[config.mk]
export PLATFORM = sky130hd
export DESIGN_NAME = sitcp_tx_scheduler
export DESIGN_NICKNAME = d
export VERILOG_FILES = /design/src/rtl/sitcp_tx_scheduler.sv
export SDC_FILE = /design/constraint.sdc
export NUM_CORES = 1
export LEC_CHECK = 0
export ABC_CLOCK_PERIOD_IN_PS = 5470
export CAP_MARGIN = 10
export CORE_MARGIN = 1.5
export CORE_UTILIZATION = 45
export CTS_CLUSTER_DIAMETER = 40
export DETAILED_ROUTE_END_ITERATION = 16
export PLACE_DENSITY = 0.89
export SLEW_MARGIN = 20
export SYNTH_ARGS = -nofsm -noshare
export SYNTH_HDL_FRONTEND = slang
export SYNTH_SLANG_ARGS = --single-unit
[constraint.sdc]
create_clock -name CLK -period 5.47 [get_ports CLK]
set_input_delay 1.094 -clock CLK [delete_from_list [all_inputs] [get_ports CLK]]
set_output_delay 1.094 -clock CLK [all_outputs]
set_load 0.05 [all_outputs]
[src/rtl/sitcp_tx_scheduler.sv]
// Packet-granular round-robin scheduler sharing the SiTCP TX FIFO port among
// NUM_SRC first-word-fall-through byte sources, with disconnect flush and close sequencing.
module sitcp_tx_scheduler #(
    parameter int unsigned NUM_SRC = 4
) (
    input  logic                   CLK,
    input  logic                   RSTn,
    input  logic                   SITCP_RST,
    input  logic                   MAIN_OPEN_ACK,
    input  logic                   TX_FULL,
    input  logic                   CLOSE_REQ,
    output logic                   CLOSE_ACK,
    output logic                   TX_WR,
    output logic [7:0]             TX_DATA,
    input  logic [NUM_SRC-1:0]     SRC_VALID,
    input  logic [8*NUM_SRC-1:0]   SRC_DATA,
    input  logic [NUM_SRC-1:0]     SRC_LAST,
    output logic [NUM_SRC-1:0]     SRC_RD,
    output logic [NUM_SRC-1:0]     GRANT,
    output logic                   BUSY,
    output logic [15:0]            PKT_CNT,
    output logic [7:0]             DROP_CNT
);

    localparam int unsigned PTR_W = (NUM_SRC > 1) ? $clog2(NUM_SRC) : 1;

    typedef enum logic [1:0] {S_IDLE, S_XFER, S_FLUSH, S_CLOSE} state_t;

    state_t               state, state_nx;
    logic [PTR_W-1:0]     ptr, ptr_nx;
    logic [NUM_SRC-1:0]   grant_nx;
    logic                 tx_wr_nx;
    logic [7:0]           tx_data_nx;
    logic                 close_ack_nx;
    logic [15:0]          pkt_nx;
    logic [7:0]           drop_nx;

    logic                 own_valid, own_last;
    logic [7:0]           own_data;
    logic                 xfer_go, pop, pkt_end;
    logic [PTR_W-1:0]     win;
    logic                 win_vld;

    // ptr always names the owner while a packet is in flight
    assign own_valid = SRC_VALID[ptr];
    assign own_last  = SRC_LAST[ptr];
    assign own_data  = SRC_DATA[{ptr, 3'b000} +: 8];

    assign xfer_go = (state == S_XFER) && MAIN_OPEN_ACK && !TX_FULL && own_valid;
    assign pop     = !SITCP_RST && (xfer_go || ((state == S_FLUSH) && own_valid));
    assign pkt_end = pop && own_last;

    assign SRC_RD = pop ? (NUM_SRC'(1) << ptr) : '0;
    assign BUSY   = (state != S_IDLE);

    // Round-robin search ptr+1, ptr+2, ...; iterating farthest-first leaves the nearest winner
    always_comb begin
        logic [PTR_W-1:0] idx;
        win     = '0;
        win_vld = 1'b0;
        idx     = '0;
        for (int unsigned k = NUM_SRC; k >= 1; k--) begin
            idx = PTR_W'((32'(ptr) + k) % NUM_SRC);
            if (SRC_VALID[idx]) begin
                win     = idx;
                win_vld = 1'b1;
            end
        end
    end

    always_ff @(posedge CLK or negedge RSTn) begin
        if (!RSTn)          state <= S_IDLE;
        else if (SITCP_RST) state <= S_IDLE;
        else                state <= state_nx;
    end

    always_comb begin
        state_nx = state;
        case (state)
            S_IDLE: begin
                if (CLOSE_REQ)
                    state_nx = S_CLOSE;
                else if (MAIN_OPEN_ACK && !TX_FULL && win_vld)
                    state_nx = S_XFER;
            end
            S_XFER: begin
                if (!MAIN_OPEN_ACK)
                    state_nx = S_FLUSH;
                else if (pkt_end)
                    state_nx = CLOSE_REQ ? S_CLOSE : S_IDLE;
            end
            S_FLUSH: begin
                if (pkt_end)
                    state_nx = CLOSE_REQ ? S_CLOSE : S_IDLE;
            end
            S_CLOSE: begin
                if (!CLOSE_REQ)
                    state_nx = S_IDLE;
            end
            default: state_nx = S_IDLE;
        endcase
    end

    always_comb begin
        ptr_nx       = ptr;
        grant_nx     = GRANT;
        tx_wr_nx     = 1'b0;
        tx_data_nx   = TX_DATA;
        close_ack_nx = (state_nx == S_CLOSE);
        pkt_nx       = PKT_CNT;
        drop_nx      = DROP_CNT;
        case (state)
            S_IDLE: begin
                if (state_nx == S_XFER) begin
                    ptr_nx   = win;
                    grant_nx = NUM_SRC'(1) << win;
                end
            end
            S_XFER: begin
                if (!MAIN_OPEN_ACK) begin
                    if (DROP_CNT != 8'hFF)
                        drop_nx = DROP_CNT + 8'd1;
                end else if (xfer_go) begin
                    tx_wr_nx   = 1'b1;
                    tx_data_nx = own_data;
                    if (own_last) begin
                        pkt_nx   = PKT_CNT + 16'd1;
                        grant_nx = '0;
                    end
                end
            end
            S_FLUSH: begin
                if (pkt_end)
                    grant_nx = '0;
            end
            default: ;
        endcase
    end

    // ptr resets to the last index so source 0 wins the first arbitration
    always_ff @(posedge CLK or negedge RSTn) begin
        if (!RSTn) begin
            ptr       <= PTR_W'(NUM_SRC - 1);
            GRANT     <= '0;
            TX_WR     <= 1'b0;
            TX_DATA   <= 8'h00;
            CLOSE_ACK <= 1'b0;
            PKT_CNT   <= 16'h0000;
            DROP_CNT  <= 8'h00;
        end else if (SITCP_RST) begin
            ptr       <= PTR_W'(NUM_SRC - 1);
            GRANT     <= '0;
            TX_WR     <= 1'b0;
            TX_DATA   <= 8'h00;
            CLOSE_ACK <= 1'b0;
            PKT_CNT   <= 16'h0000;
            DROP_CNT  <= 8'h00;
        end else begin
            ptr       <= ptr_nx;
            GRANT     <= grant_nx;
            TX_WR     <= tx_wr_nx;
            TX_DATA   <= tx_data_nx;
            CLOSE_ACK <= close_ack_nx;
            PKT_CNT   <= pkt_nx;
            DROP_CNT  <= drop_nx;
        end
    end

endmodule

==> results of run 1 <==
==> metal layers <==
layer	global-route usage	up-vias	share of wire
met5	0	-	0
met4	0.0879	0	0.018
met3	0.0331	11	0.065
met2	0.341	94	0.50
met1	0.262	1130	0.42
li1	-	1152	-
==> sequential cells by signal, indices dropped and copies added, names as in the netlist <==
signal and cells:
TX_WR 1, TX_DATA 8, GRANT 4, CLOSE_ACK 1, DROP_CNT 8, PKT_CNT 16, ptr 2, state 2
==> worst reg2reg max path, stage by stage (launching register included) <==
cell,delay [ns]
sky130_fd_sc_hd__dfstp_2,0.88
sky130_fd_sc_hd__inv_1,0.23
sky130_fd_sc_hd__ha_1,0.45
sky130_fd_sc_hd__or3b_1,0.38
sky130_fd_sc_hd__a21oi_1,0.19
sky130_fd_sc_hd__o21a_1,0.20
sky130_fd_sc_hd__nor2_1,0.06
sky130_fd_sc_hd__o41ai_1,0.28
==> cell usage in the layout, fill, tap and decap left out, types with 2 or more instances in the layout <==
cell                               n
sky130_fd_sc_hd__a31oi_1           4
sky130_fd_sc_hd__and3_1            7
sky130_fd_sc_hd__nor2_1           28
sky130_fd_sc_hd__ha_1             10
sky130_fd_sc_hd__and2_1            5
sky130_fd_sc_hd__a32o_1            2
sky130_fd_sc_hd__nand4_1           6
sky130_fd_sc_hd__and4_1            5
sky130_fd_sc_hd__inv_1             9
sky130_fd_sc_hd__clkdlybuf4s50_1  87
sky130_fd_sc_hd__a21oi_1          20
sky130_fd_sc_hd__dfrtp_1          40
sky130_fd_sc_hd__mux2_2            2
sky130_fd_sc_hd__dfstp_2           2
sky130_fd_sc_hd__o21a_1            2
sky130_fd_sc_hd__o211ai_1          2
sky130_fd_sc_hd__o21ai_0           5
sky130_fd_sc_hd__mux2i_1           3
sky130_fd_sc_hd__xnor2_1           3
sky130_fd_sc_hd__o41ai_1           3
sky130_fd_sc_hd__nor2b_1           2
sky130_fd_sc_hd__nand3_1          11
sky130_fd_sc_hd__a21boi_0          2
sky130_fd_sc_hd__nor3_1            3
sky130_fd_sc_hd__clkbuf_8          5
sky130_fd_sc_hd__a211oi_1          2
sky130_fd_sc_hd__mux4_2           10
sky130_fd_sc_hd__nand2_1          31
sky130_fd_sc_hd__nand2b_1          8
sky130_fd_sc_hd__xor2_1           18
==> power by group through the flow <==
stage	sequential [mW]	clock [mW]	combinational [mW]
final	0.379	0.196	0.431
after global placement	0.384	0	0.417
after global routing	0.386	0.217	0.466
after floorplan	0.406	0	0.277
after detailed placement	0.386	0	0.427
after CTS	0.380	0.203	0.429
==> cells by family after synthesis <==
family | count (synthesis) | synth area share
flops | 42 | 0.396
fa+ha+maj | 10 | 0.0470
simple gates | 112 | 0.211
mux | 15 | 0.104
buf+inv | 22 | 0.0381
xor+xnor | 21 | 0.0691
compound gates | 53 | 0.135
==> per-stage QoR <==
step / instance area (sq um) / power [mW]
2_1_floorplan: 2660 / 0.683
3_3_place_gp: 3570 / 0.801
3_5_place_dp: 3570 / 0.813
4_1_cts: 3650 / 1.01
5_1_grt: 3650 / 1.07
6_report: 3650 / 1.01
==> path summary, 6_finish.rpt <==
| path | start | endpoint | slack, ns | depth (start not counted) |
|---|---|---|---|---|
| max in group asynchronous | RSTn | GRANT[2] | 3.97 | 1 |
| min in group asynchronous | RSTn | DROP_CNT[6] | 0.92 | 1 |
| worst max register to register | ptr[0] | GRANT[3] | 2.70 | 7 |
| worst max-delay path | SRC_VALID[2] | SRC_RD[3] | 1.14 | 4 |
| worst min register to register | GRANT[3] | GRANT[3] | 0.52 | 2 |
| worst min-delay path | GRANT[3] | GRANT[3] | 0.52 | 2 |
==> area by class of cell <==
type | count | area share
Clock inverter | 2 | 0.00377
Clock buffer | 6 | 0.0199
Tap cell | 72 | 0.0247
Sequential cell | 42 | 0.288
Timing Repair Buffer | 89 | 0.242
Multi-Input combinational cell | 211 | 0.412
Inverter | 9 | 0.00925
==> summary.log, run 1 <==
qor: placement.finalWeightedCongestion 0.896
qor: global_routing.groute.usage.overall 0.205
qor: clocking.ctsRootBufferMaster sky130_fd_sc_hd__clkbuf_8
qor: timing.timing.final.setup_violations 0
qor: logic_synthesis.synthesis.instances 275
qor: routing.drt_wl_total 6.35 mm
qor: clocking.post_cts.resized_instances 0
qor: logic_synthesis.synth.top_cells.by_area sky130_fd_sc_hd__dfrtp_1 (38%), sky130_fd_sc_hd__mux4_2 (8.5%), sky130_fd_sc_hd__xor2_1 (5.9%)
qor: worst_setup_path.crit_arrival 3.24 ns
qor: timing.final.min_clock_period 4.33 ns
qor: routing.drtPass1Iterations 4
qor: floorplanning.coreArea 5610 sq um
qor: timing.finalHoldWorstSlack 0.519 ns
qor: finish.seq_area 1050 sq um
qor: routing.drc_errors 0
qor: finish.antenna-diode-count 0
qor: clocking.clk_path_buf_depth 2
qor: timing.worstMarginPinSlew 1.06 ns
qor: worst_setup_path.critical_path.cell_chain clkdlybuf4s50_1 > mux4_2 > and3_1 > clkdlybuf4s50_1
qor: finish.final_core_utilization 0.651
qor: worst_setup_path.data_required_time_of_the_critical_path 4.38 ns
qor: worst_setup_path.critical_path.startpoint_type input pin
qor: placement.post-dp-hpwl 4.83 mm
qor: floorplanning.fp-row-count 27
qor: routing.vias 2387
qor: timing.slew_viol_final 0
qor: power_and_ir_drop.power-per-cell-area 275 nW/um^2
qor: logic_synthesis.synthTopCellsByCount sky130_fd_sc_hd__dfrtp_1 (40), sky130_fd_sc_hd__nand2_1 (31), sky130_fd_sc_hd__nor2_1 (28), sky130_fd_sc_hd__a21oi_1 (20), sky130_fd_sc_hd__xor2_1 (18)
qor: global_routing.pin_count_of_the_biggest_net_entering_global_routing 43
qor: finish.post_route_cells_drive_above_1_share 0.0752
qor: timing.worst_slew_margin_rel 0.282
qor: logic_synthesis.ys_types 49
qor: floorplanning.area_enclosed_by_the_die_boundary 6380 sq um
qor: clocking.cts_setup_buffers 0
qor: floorplanning.dieWidth 79.9 um
qor: floorplanning.ios 89
qor: placement.port-buffer-count 88
qor: routing.detail_route.wl_per_cell 14.7 um
qor: finish.final.fill_count 472
qor: logic_synthesis.synth_warnings 0
qor: worst_setup_path.worst_path_max_delay_cell sky130_fd_sc_hd__clkdlybuf4s50_1
qor: timing.min_period_over_period 0.792
qor: worst_setup_path.cell_repeated_most_along_the_worst_path sky130_fd_sc_hd__clkdlybuf4s50_1
qor: logic_synthesis.post_synthesis_sequential_area_ratio 0.396
qor: power_and_ir_drop.pwr-share-comb 0.428
qor: logic_synthesis.synthDominantAreaCellType sky130_fd_sc_hd__dfrtp_1
qor: timing.hold_viol 0
qor: logic_synthesis.count_of_flip_flops_with_a_built_in_enable_after_synthesis 0
qor: logic_synthesis.yosysMostFrequentCell sky130_fd_sc_hd__dfrtp_1
qor: power_and_ir_drop.leakagePower 1.54 nW
qor: power_and_ir_drop.reported_net_switching_power 0.392 mW
qor: floorplanning.start_util 0.474
qor: logic_synthesis.postSynthAreaPerCell 9.67 sq um
qor: worst_setup_path.worstPathMaxFanout 10
qor: logic_synthesis.synth_flop_cell sky130_fd_sc_hd__dfrtp_1
qor: finish.layout-area-overhead-vs-synth 37.3%
qor: worst_setup_path.critPathMaxStageDelay 0.71 ns
qor: global_routing.global_route.overflow_total 0
qor: logic_synthesis.syn-num-nets 331
qor: timing.grt_setup_unrepaired false
qor: clocking.tritoncts done
qor: routing.number_of_drc_markers_in_iteration_0 179
qor: clocking.cts-htree-levels 2
qor: clocking.cts_made_buffers 5
qor: status.run_status finished clean
qor: placement.dp_cells 423
qor: worst_setup_path.end_kind output port
qor: finish.layout.nets 414
qor: worst_setup_path.cp_top_family buffers and inverters
qor: logic_synthesis.postSynthRegisterBits 42
qor: run.cap_viol_max_count 0
qor: worst_setup_path.critical_path_class in2out
qor: timing.fin_ws 1.14 ns
qor: power_and_ir_drop.netSwitchingFraction 0.389
qor: power_and_ir_drop.power.ir.vdd_worst 0.228 mV
qor: power_and_ir_drop.power.sequential.fraction 0.377
qor: logic_synthesis.synth_async_sr_flop_share 1.00
qor: finish.final_cell_count_no_fill 431
qor: logic_synthesis.synth_largest_type_area_fraction 0.376
qor: routing.postRouteAntennaNets 0
qor: routing.vias_cell 5.54
qor: floorplanning.floorplan.die.height 79.9 um
qor: timing.setup_total_negative_slack 0 ns
qor: clocking.path_clk_slew 0.07 ns
qor: placement.place_worst_setup_slack 1.16 ns
qor: logic_synthesis.synthesized_cell_area 2660 sq um
qor: clocking.worst_skew_pair.late_latency 0.30 ns
qor: power_and_ir_drop.p_int 0.614 mW
qor: global_routing.grt_pass1_vias 2180
qor: timing.upper_clock_frequency_limit 231 MHz
qor: finish.multiInputGateArea 1510 sq um
qor: clocking.postCtsHoldBufs 0
qor: timing.fin_skew 0.00538 ns
qor: power_and_ir_drop.power.clock.fraction 0.195
qor: worst_setup_path.worstPathBufferInverterCount 2
qor: clocking.clock_sink_count 42
qor: global_routing.grt_pass1_wl 10.1 mm
qor: global_routing.grt_antenna_before_repair 0
qor: hold_path.hold_path_class reg2reg
Note: power is estimated with default switching activity, not from simulation.
==> run 2, diff against run 1 <==
--- a/config.mk
+++ b/config.mk
@@ -5,7 +5,7 @@
 export SDC_FILE = /design/constraint.sdc
 export NUM_CORES = 1
 export LEC_CHECK = 0
-export ABC_CLOCK_PERIOD_IN_PS = 5470
+export ABC_CLOCK_PERIOD_IN_PS = 4019
 export CAP_MARGIN = 10
 export CORE_MARGIN = 1.5
 export CORE_UTILIZATION = 45
==> constraint.sdc (replaced) <==
create_clock -name CLK -period 4.02 [get_ports CLK]
set_input_delay 0.804 -clock CLK [delete_from_list [all_inputs] [get_ports CLK]]
set_output_delay 0.804 -clock CLK [all_outputs]
set_load 0.05 [all_outputs]
==> summary.log, run 2 (synthesized netlist as in run 1, its figures left out) <==
qor: status.run_status finished clean
qor: placement.total_cell_area_at_the_placement_stage 3560 sq um
qor: floorplanning.ios 89
qor: finish.final_cell_count_no_fill 431
qor: worst_setup_path.critical_path.cell_chain clkdlybuf4s50_1 > mux4_2 > and3_1 > buf_4
qor: worst_setup_path.critPathMaxStageDelay 0.64 ns
qor: routing.drtPass1Iterations 4
qor: timing.finalHoldWorstSlack 0.515 ns
qor: worst_setup_path.crit-reg2reg-capture GRANT[2]
qor: placement.place_worst_setup_slack 0.806 ns
qor: worst_setup_path.worst_path_max_delay_cell sky130_fd_sc_hd__mux4_2
qor: power_and_ir_drop.power.ir.vdd_worst 0.246 mV
qor: finish.post_route_cell_area 3680 sq um
qor: placement.port-buffer-count 88
qor: power_and_ir_drop.reported_net_switching_power 0.534 mW
qor: timing.upper_clock_frequency_limit 310 MHz
qor: clocking.cts_setup_buffers 0
qor: power_and_ir_drop.leakagePower 1.57 nW
qor: floorplanning.start_util 0.474
qor: floorplanning.dieWidth 79.9 um
qor: clocking.worst_skew_pair.late_latency 0.29 ns
qor: finish.final.fill_count 494
qor: routing.postRouteAntennaNets 0
qor: routing.vias 2414
qor: clocking.clock_sink_count 42
qor: hold_path.min_path_cells 2
qor: timing.min_period_over_period 0.801
qor: routing.detail_route.wl_per_cell 15.3 um
qor: global_routing.pin_count_of_the_biggest_net_entering_global_routing 43
qor: clocking.path_clk_slew 0.07 ns
qor: clocking.postCtsHoldBufs 0
qor: finish.layout.nets 415
qor: timing.hold_viol 0
qor: worst_setup_path.data_required_time_of_the_critical_path 3.22 ns
qor: global_routing.groute.usage.overall 0.217
qor: routing.drt_wl_total 6.59 mm
qor: timing.fin_ws 0.799 ns
qor: power_and_ir_drop.power-per-cell-area 393 nW/um^2
qor: clocking.post_cts.resized_instances 0
qor: worst_setup_path.critical_path_class in2out
qor: hold_path.hold_path_class reg2reg
qor: power_and_ir_drop.fin_total_pwr 1.45 mW
qor: finish.largestRegisters PKT_CNT: 16 flops, DROP_CNT: 8 flops, TX_DATA: 8 flops
qor: floorplanning.area_enclosed_by_the_die_boundary 6380 sq um
qor: finish.post_route_cells_drive_above_1_share 0.0891
qor: timing.worst_slew_margin_rel 0.374
qor: power_and_ir_drop.power.sequential.fraction 0.360
qor: power_and_ir_drop.pwr-share-comb 0.405
qor: worst_setup_path.critical_path.startpoint_type input pin
qor: routing.vias_cell 5.60
qor: worst_setup_path.worstPathMaxFanout 10
qor: timing.slew_viol_final 0
qor: timing.fin_skew 0.00608 ns
qor: routing.drc_errors 0
qor: hold_path.hold_path.startpoint GRANT[3]
qor: clocking.clk_path_buf_depth 2
qor: clocking.cts-htree-levels 2
qor: global_routing.grt_pass1_vias 2311
qor: worst_setup_path.rr_worst_depth 7
qor: power_and_ir_drop.power.clock.fraction 0.235
qor: finish.most_flops_register PKT_CNT
qor: placement.dp_cells 424
qor: placement.finalWeightedCongestion 0.891
qor: clocking.ctsRootBufferMaster sky130_fd_sc_hd__clkbuf_8
qor: clocking.cts_made_buffers 5
qor: floorplanning.coreArea 5610 sq um
qor: timing.setup_total_negative_slack 0 ns
qor: worst_setup_path.crit_arrival 2.42 ns
qor: worst_setup_path.r2r-start ptr[0]
qor: global_routing.grt_pass1_wl 10.9 mm
qor: worst_setup_path.end_kind output port
qor: timing.final.min_clock_period 3.22 ns
qor: power_and_ir_drop.netSwitchingFraction 0.370
qor: floorplanning.floorplan.die.height 79.9 um
qor: clocking.tritoncts done
qor: timing.worstMarginPinSlew 0.939 ns
qor: global_routing.global_route.overflow_total 0
qor: run.cap_viol_max_count 0
qor: finish.layout_commonest_cell sky130_fd_sc_hd__clkdlybuf4s50_1
qor: global_routing.grt_antenna_before_repair 0
qor: timing.grt_setup_unrepaired false
qor: timing.timing.final.setup_violations 0
qor: finish.antenna-diode-count 0
qor: hold_path.worst_hold_path.endpoint GRANT[3]
qor: floorplanning.fp-row-count 27
qor: power_and_ir_drop.p_int 0.911 mW
qor: finish.layout.cells.most_common_list sky130_fd_sc_hd__clkdlybuf4s50_1 (83), sky130_fd_sc_hd__dfrtp_1 (40), sky130_fd_sc_hd__nand2_1 (31)
qor: finish.final_core_utilization 0.656
qor: finish.layout-area-overhead-vs-synth 38.2%
qor: routing.number_of_drc_markers_in_iteration_0 129
qor: placement.post-dp-hpwl 4.93 mm
qor: worst_setup_path.rrSetupSlack 1.06 ns
qor: finish.largest_register_ffs 16
==> run 2: final cells by class <==
| type | instances | area, sq um | share of cell area |
|---|---|---|---|
| multi-input cells | 211 | 1510 | 0.409 |
| flip-flops and latches | 42 | 1050 | 0.287 |
| repair buffers | 90 | 881 | 0.240 |
| well taps | 72 | 90.1 | 0.0245 |
| clock buffers | 6 | 82.6 | 0.0225 |
| inverters | 9 | 33.8 | 0.00919 |
| clock inverters | 1 | 30.0 | 0.00817 |
==> run 2: layer usage <==
layer	GRT usage	vias to the layer above	share of wire
li1	-	1159	-
met1	0.283	1156	0.43
met2	0.368	91	0.51
met3	0.0286	8	0.052
met4	0.0776	0	0.013
met5	0	-	0
==> run 2: power groups by stage <==
stage	registers [mW]	clock network (mW)	logic (mW)
2_1_floorplan	0.552	0	0.377
3_5_place_dp	0.528	0	0.579
5_1_grt	0.528	0.362	0.639
6_report	0.521	0.339	0.586
4_1_cts	0.520	0.342	0.584
3_3_place_gp	0.526	0	0.566
==> run 2: how the worst max path moves through the flow <==
stage / from / end / slack [ns] / cells after the start
finish: SRC_VALID[2] / SRC_RD[0] / 0.80 / 4
global placement: SRC_VALID[2] / SRC_RD[3] / 0.84 / 4
global route: SRC_VALID[2] / SRC_RD[0] / 0.70 / 4
CTS: SRC_VALID[2] / SRC_RD[0] / 0.80 / 4
floorplan: SRC_VALID[2] / SRC_RD[0] / 1.41 / 3
detailed placement: SRC_VALID[2] / SRC_RD[0] / 0.81 / 4
==> run 2: critical path: cells and delay by family <==
kind | cells | cell delay, ns
buffers and inverters | 2 | 0.75
multiplexers | 1 | 0.64
AND/OR/NAND/NOR | 1 | 0.22
